<file path="src/rtl/mult_pkg.sv">
// Shared definitions for the round-robin shift-add multiplier: state
// encoding, default operand width, iteration count and the arbitration pick.
package mult_pkg;

  localparam int DEFAULT_W  = 16;
  localparam int ITER_COUNT = DEFAULT_W;

  localparam logic [1:0] IDLE = 2'd0;
  localparam logic [1:0] RUN  = 2'd1;
  localparam logic [1:0] FIN  = 2'd2;

  // On a tie, pick whoever was not served last; a lone request always wins.
  function automatic logic rr_pick(input logic req0, input logic req1,
                                   input logic last_served);
    logic pick;
    if (req0 && req1) begin
      pick = ~last_served;
    end else begin
      pick = req1;
    end
    return pick;
  endfunction

endpackage

</file>
<file path="src/rtl/mult_seq_core.sv">
// Iterative unsigned shift-add datapath: one partial product per step, W steps.
// o_product already includes the step being performed this cycle.
module mult_seq_core
  import mult_pkg::*;
#(
  parameter int W = DEFAULT_W
) (
  input  logic           i_clk,
  input  logic           i_rst_n,
  input  logic           i_load,
  input  logic           i_step,
  input  logic [W-1:0]   i_a,
  input  logic [W-1:0]   i_b,
  output logic [2*W-1:0] o_product,
  output logic           o_last
);

  localparam int CW = (W > 1) ? $clog2(W) : 1;

  logic [2*W-1:0] r_a_sh;
  logic [W-1:0]   r_b;
  logic [2*W-1:0] r_acc;
  logic [CW-1:0]  r_cnt;

  logic [2*W-1:0] w_addend;
  logic [2*W-1:0] w_acc_next;

  assign w_addend   = r_b[0] ? r_a_sh : '0;
  assign w_acc_next = r_acc + w_addend;

  assign o_product = w_acc_next;
  assign o_last    = (r_cnt == CW'(W - 1));

  // Multiplicand shifts left while the multiplier shifts right, so bit 0 of
  // r_b always selects the current partial product.
  always_ff @(posedge i_clk) begin
    if (!i_rst_n) begin
      r_a_sh <= '0;
      r_b    <= '0;
      r_acc  <= '0;
      r_cnt  <= '0;
    end else if (i_load) begin
      r_a_sh <= {{W{1'b0}}, i_a};
      r_b    <= i_b;
      r_acc  <= '0;
      r_cnt  <= '0;
    end else if (i_step) begin
      r_a_sh <= r_a_sh << 1;
      r_b    <= r_b >> 1;
      r_acc  <= w_acc_next;
      r_cnt  <= r_cnt + CW'(1);
    end
  end

endmodule

</file>
<file path="src/rtl/mult_arbiter.sv">
// Two-requester round-robin front end for the sequential multiplier core.
// Owns the IDLE/RUN/FIN control, grant pulses and the held result registers.
module mult_arbiter
  import mult_pkg::*;
#(
  parameter int W = DEFAULT_W
) (
  input  logic         CLK,
  input  logic         RST_N,
  input  logic         REQ0,
  input  logic         REQ1,
  input  logic [W-1:0] A0,
  input  logic [W-1:0] B0,
  input  logic [W-1:0] A1,
  input  logic [W-1:0] B1,
  output logic         ACK0,
  output logic         ACK1,
  input  logic         ABORT,
  output logic         BUSY,
  output logic         DONE,
  output logic         DONE_ID,
  output logic [W-1:0] HI,
  output logic [W-1:0] LO
);

  logic [1:0]   r_state;
  logic         r_id;
  logic         r_last_served;
  logic         r_ack0;
  logic         r_ack1;
  logic         r_done_id;
  logic [W-1:0] r_hi;
  logic [W-1:0] r_lo;

  logic           w_any_req;
  logic           w_gnt_id;
  logic           w_load;
  logic           w_step;
  logic [W-1:0]   w_a;
  logic [W-1:0]   w_b;
  logic [2*W-1:0] w_product;
  logic           w_last;

  assign w_any_req = REQ0 | REQ1;
  assign w_gnt_id  = rr_pick(REQ0, REQ1, r_last_served);
  assign w_load    = (r_state == IDLE) && w_any_req;
  assign w_step    = (r_state == RUN) && !ABORT;
  assign w_a       = w_gnt_id ? A1 : A0;
  assign w_b       = w_gnt_id ? B1 : B0;

  mult_seq_core #(
    .W(W)
  ) u_core (
    .i_clk    (CLK),
    .i_rst_n  (RST_N),
    .i_load   (w_load),
    .i_step   (w_step),
    .i_a      (w_a),
    .i_b      (w_b),
    .o_product(w_product),
    .o_last   (w_last)
  );

  // An abort in RUN counts as having served that requester, so the other
  // side gets the next tie.
  always_ff @(posedge CLK) begin
    if (!RST_N) begin
      r_state       <= IDLE;
      r_id          <= 1'b0;
      r_last_served <= 1'b1;
      r_ack0        <= 1'b0;
      r_ack1        <= 1'b0;
      r_done_id     <= 1'b0;
      r_hi          <= '0;
      r_lo          <= '0;
    end else begin
      r_ack0 <= 1'b0;
      r_ack1 <= 1'b0;
      case (r_state)
        IDLE: begin
          if (w_any_req) begin
            r_state <= RUN;
            r_id    <= w_gnt_id;
            r_ack0  <= ~w_gnt_id;
            r_ack1  <= w_gnt_id;
          end
        end
        RUN: begin
          if (ABORT) begin
            r_state       <= IDLE;
            r_last_served <= r_id;
          end else if (w_last) begin
            r_state   <= FIN;
            r_hi      <= w_product[2*W-1:W];
            r_lo      <= w_product[W-1:0];
            r_done_id <= r_id;
          end
        end
        FIN: begin
          r_state       <= IDLE;
          r_last_served <= r_id;
        end
        default: begin
          r_state <= IDLE;
        end
      endcase
    end
  end

  assign ACK0    = r_ack0;
  assign ACK1    = r_ack1;
  assign BUSY    = (r_state != IDLE);
  assign DONE    = (r_state == FIN);
  assign DONE_ID = r_done_id;
  assign HI      = r_hi;
  assign LO      = r_lo;

endmodule

</file>
<file path="config.mk">
export PLATFORM = sky130hd
export DESIGN_NAME = mult_arbiter
export DESIGN_NICKNAME = d
export VERILOG_FILES = /design/src/rtl/mult_pkg.sv /design/src/rtl/mult_seq_core.sv /design/src/rtl/mult_arbiter.sv
export SDC_FILE = /design/constraint.sdc
export NUM_CORES = 1
export LEC_CHECK = 0
export CAP_MARGIN = 20
export CORE_MARGIN = 3
export CORE_UTILIZATION = 55
export CTS_CLUSTER_DIAMETER = 40
export CTS_CLUSTER_SIZE = 24
export DETAILED_ROUTE_END_ITERATION = 8
export PLACE_DENSITY = 0.89
export SYNTH_ARGS = -nofsm -noshare
export SYNTH_HDL_FRONTEND = slang
export SYNTH_SLANG_ARGS = --single-unit
</file>
<file path="constraint.sdc">
create_clock -name CLK -period 3.1 [get_ports CLK]
set_input_delay 0.31 -clock CLK [delete_from_list [all_inputs] [get_ports CLK]]
set_output_delay 0.31 -clock CLK [all_outputs]
set_load 0.05 [all_outputs]
</file>
==> flow_summary.toml, run 1 <==
[critical_path]
critPathBufInv = 1
crit_slowest_cell = "a2111oi_1"
cp_data_arrival_time_ns = 3.36
crit_fanout = 17
end_kind = "flip-flop"
critical_path.max_stage_delay_ns = 0.41
required_ns = 3.47
crit_chain = "buf_4 > and2_1 > ha_1 > nand2_2 > or3_1 > o2111a_1 > or3_4 > o211ai_4 > nand3_4 > a2111oi_1 > a311o_1"
cp_top_family = "simple AND/OR/NAND/NOR gates"
cp-start-kind = "flip-flop"
critical_path_class = "reg -> reg"

[place]
gp_congestion = 0.960
port_buffers = 105
dpl.hpwl_um = 12800

[clock_tree]
clockBufferDepth = 2
cts.clk_slew.worst_paths_ns = 0.06
cts_tree = "done"
clock_latency_ns = 0.42
hold_buffers = 0
tritoncts.num_buffers = 17
htreeDepth = 4
root_buffer = "clkbuf_16"
clock_sinks = 123

[route]
highest_layer = "met4"
vias = 6700
wl_met3_um = 1580
dr_wl_met2_um = 8160
drtIter0Drc = 542
via_per_inst = 5.82
routedWlPerCell_um = 15.7
drt_first_pass_iters = 5
wirelength_um = 18100
drc = 0
detail-route-antenna-nets = 0
met1Wirelength_um = 8160

[logic_synthesis]
synthCells = 889
syn_nets = 991
seq_area_frac_synth = 0.362
synth_seq_cells = 123
ys.flop_type = "dfxtp_1"
synth_area_per_cell_um2 = 7.65
synth_top_area_frac = 0.362
synth.largest_area_cell = "dfxtp_1"
yosysWarnings = 0
synth_top_cells_by_area = "dfxtp_1, nand2_1, a21oi_1, ha_1, a211oi_1"
postSynth.asyncResetShare = 0
synth_enable_flop_cells = 0
ys_types = 54
syn-cell-area_um2 = 6800

[grt]
grt_max_degree = 66
first_global_vias = 6184
track_usage = 0.272
antenna_found_initial = 0
grt_pass1_wl_um = 29800
grt_overflow = 0

[floorplan]
die_h_um = 117
die_x_um = 117
die-area_um2 = 13700
core_area_um2 = 11800
io_pins = 106
rows = 39
start_util = 0.578

[cells_and_area]
utilization = 0.738
final_common_cell = "nand2_1"
final_cell_mix = "nand2_1, dfxtp_1, clkdlybuf4s50_1"
drive_gt1_frac = 0.0769
antennaDiodeCount = 0
area_growth_pct = 27.6
num-nets-final = 1077

[sta]
period_share = 0.966
fmax_ghz = 0.334
slew_headroom = 0.559
tightest_slew_ns = 0.661
final-setup-viol-count = 0
fin_skew_ns = 0.00855
rsz0062_at_grt = "yes"
timing.hold.ws_ns = 0.452
drv_slew = 0
hold_viol = 0
fin_crit_ns = 2.99

[pwr]
clkPwrFrac = 0.475
peakVddDrop_uv = 331
power_density_nw_per_um2 = 462
power.switching_mw = 1.04
p_leak_nw = 3.22
p_seq_frac = 0.418
switching_share = 0.259
pwr-share-comb = 0.107
intPower_mw = 2.97

[run_status]
outcome = "finished, final reports clean"

[run]
cap_violations = 0

[min_path]
hold_class = "reg -> reg"
state kept, by name, indices dropped and copies added (netlist names):
name,cells
u_core.r_a_sh,32
u_core.r_acc,32
HI,16
LO,16
u_core.r_b,16
u_core.r_cnt,4
r_state,2
ACK0,1
ACK1,1
DONE_ID,1
r_id,1
r_last_served,1
logic make-up after synthesis:
family                   count (synthesis)  share of synthesized area
multiplexers                             5                    0.00754
flip-flops                             123                      0.362
AO/OA/AOI/OAI                          249                      0.234
buffers and inverters                   66                     0.0366
AND/OR/NAND/NOR                        384                      0.260
XOR/XNOR                                29                     0.0373
adder cells (fa/ha/maj)                 33                     0.0618
final cells by class:
cell class	count	area (µm²)
fill	910	3080
clock inverter	13	120
sequential	123	2460
clock buffer	19	453
inverter	7	26.3
multi-input combinational	700	4160
timing repair buffer	126	1250
tap	164	205
cells in the mapped netlist (3+ instances only):
cell type  number
o211ai_1        4
xor2_1         12
a311oi_1       33
nor2_1         43
and2_1         37
nand4_1        10
xnor2_1        17
nand3_1        14
o21bai_1        3
nand2_1       211
nor2b_1        34
or2_2           5
or3_1           3
clkbuf_1       54
a211oi_1       39
a21oi_1       102
inv_1           6
mux2i_1         4
nor3_1          6
a21o_1         11
a31oi_1         4
o21ai_0        34
dfxtp_1       123
buf_1           4
and3_1          9
ha_1           32
layer usage:
| layer | global-route usage | up-vias |
|---|---|---|
| li1 | - | 3304 |
| met1 | 0.376 | 3087 |
| met2 | 0.424 | 292 |
| met3 | 0.0591 | 17 |
| met4 | 0.0887 | 0 |
| met5 | 0 | - |
timing repair:
item	CTS	global route
gates resized for setup	0	13
buffers inserted	0	1
endpoints found under the setup margin	0	19
per-stage QoR:
stage	instance area (µm²)	TNS, ns	setup slack, ns	cells	total power, mW
after floorplan	6800	0	0.330	889	1.95
after global placement	8040	0	0.156	1119	2.12
after detailed placement	8040	0	0.0593	1119	2.13
after CTS	8610	0	0.0224	1151	4.01
after global routing	8680	-0.139	-0.0558	1152	4.13
final	8680	0	0.106	1152	4.01
worst paths after layout:
path / from / slack (ns) / end / cells past startpoint
worst max-delay path: u_core.r_b[0] / 0.11 / u_core.r_acc[28] / 11
worst min-delay path: LO[10] / 0.45 / LO[10] / 2
worst max register to register: u_core.r_b[0] / 0.11 / u_core.r_acc[28] / 11
worst min register to register: LO[10] / 0.45 / LO[10] / 2
power by group through the flow:
stage / combinational (mW) / sequential (mW) / clock, mW
4_1_cts: 0.424 / 1.67 / 1.91
3_5_place_dp: 0.421 / 1.71 / 0
6_report: 0.427 / 1.68 / 1.91
5_1_grt: 0.468 / 1.68 / 1.98
2_1_floorplan: 0.251 / 1.70 / 0
3_3_place_gp: 0.413 / 1.71 / 0
worst reg2reg max path, stage by stage (launching register included):
cell       delay, ns
dfxtp_1         0.35
buf_4           0.19
and2_1          0.17
ha_1            0.40
nand2_2         0.10
or3_1           0.37
o2111a_1        0.14
or3_4           0.40
o211ai_4        0.12
nand3_4         0.12
a2111oi_1       0.41
a311o_1         0.16
Power figures use the tool's default switching activity.
==> inputs of run 2 (changes only) <==
--- a/config.mk
+++ b/config.mk
@@ -9,7 +9,7 @@
 export CORE_MARGIN = 3
 export CORE_UTILIZATION = 55
 export CTS_CLUSTER_DIAMETER = 40
-export CTS_CLUSTER_SIZE = 24
+export CTS_CLUSTER_SIZE = 28
 export DETAILED_ROUTE_END_ITERATION = 8
 export PLACE_DENSITY = 0.89
 export SYNTH_ARGS = -nofsm -noshare
==> results of run 2 <==
Same layout as run 1: the final DEF is identical, and so are final timing and power.
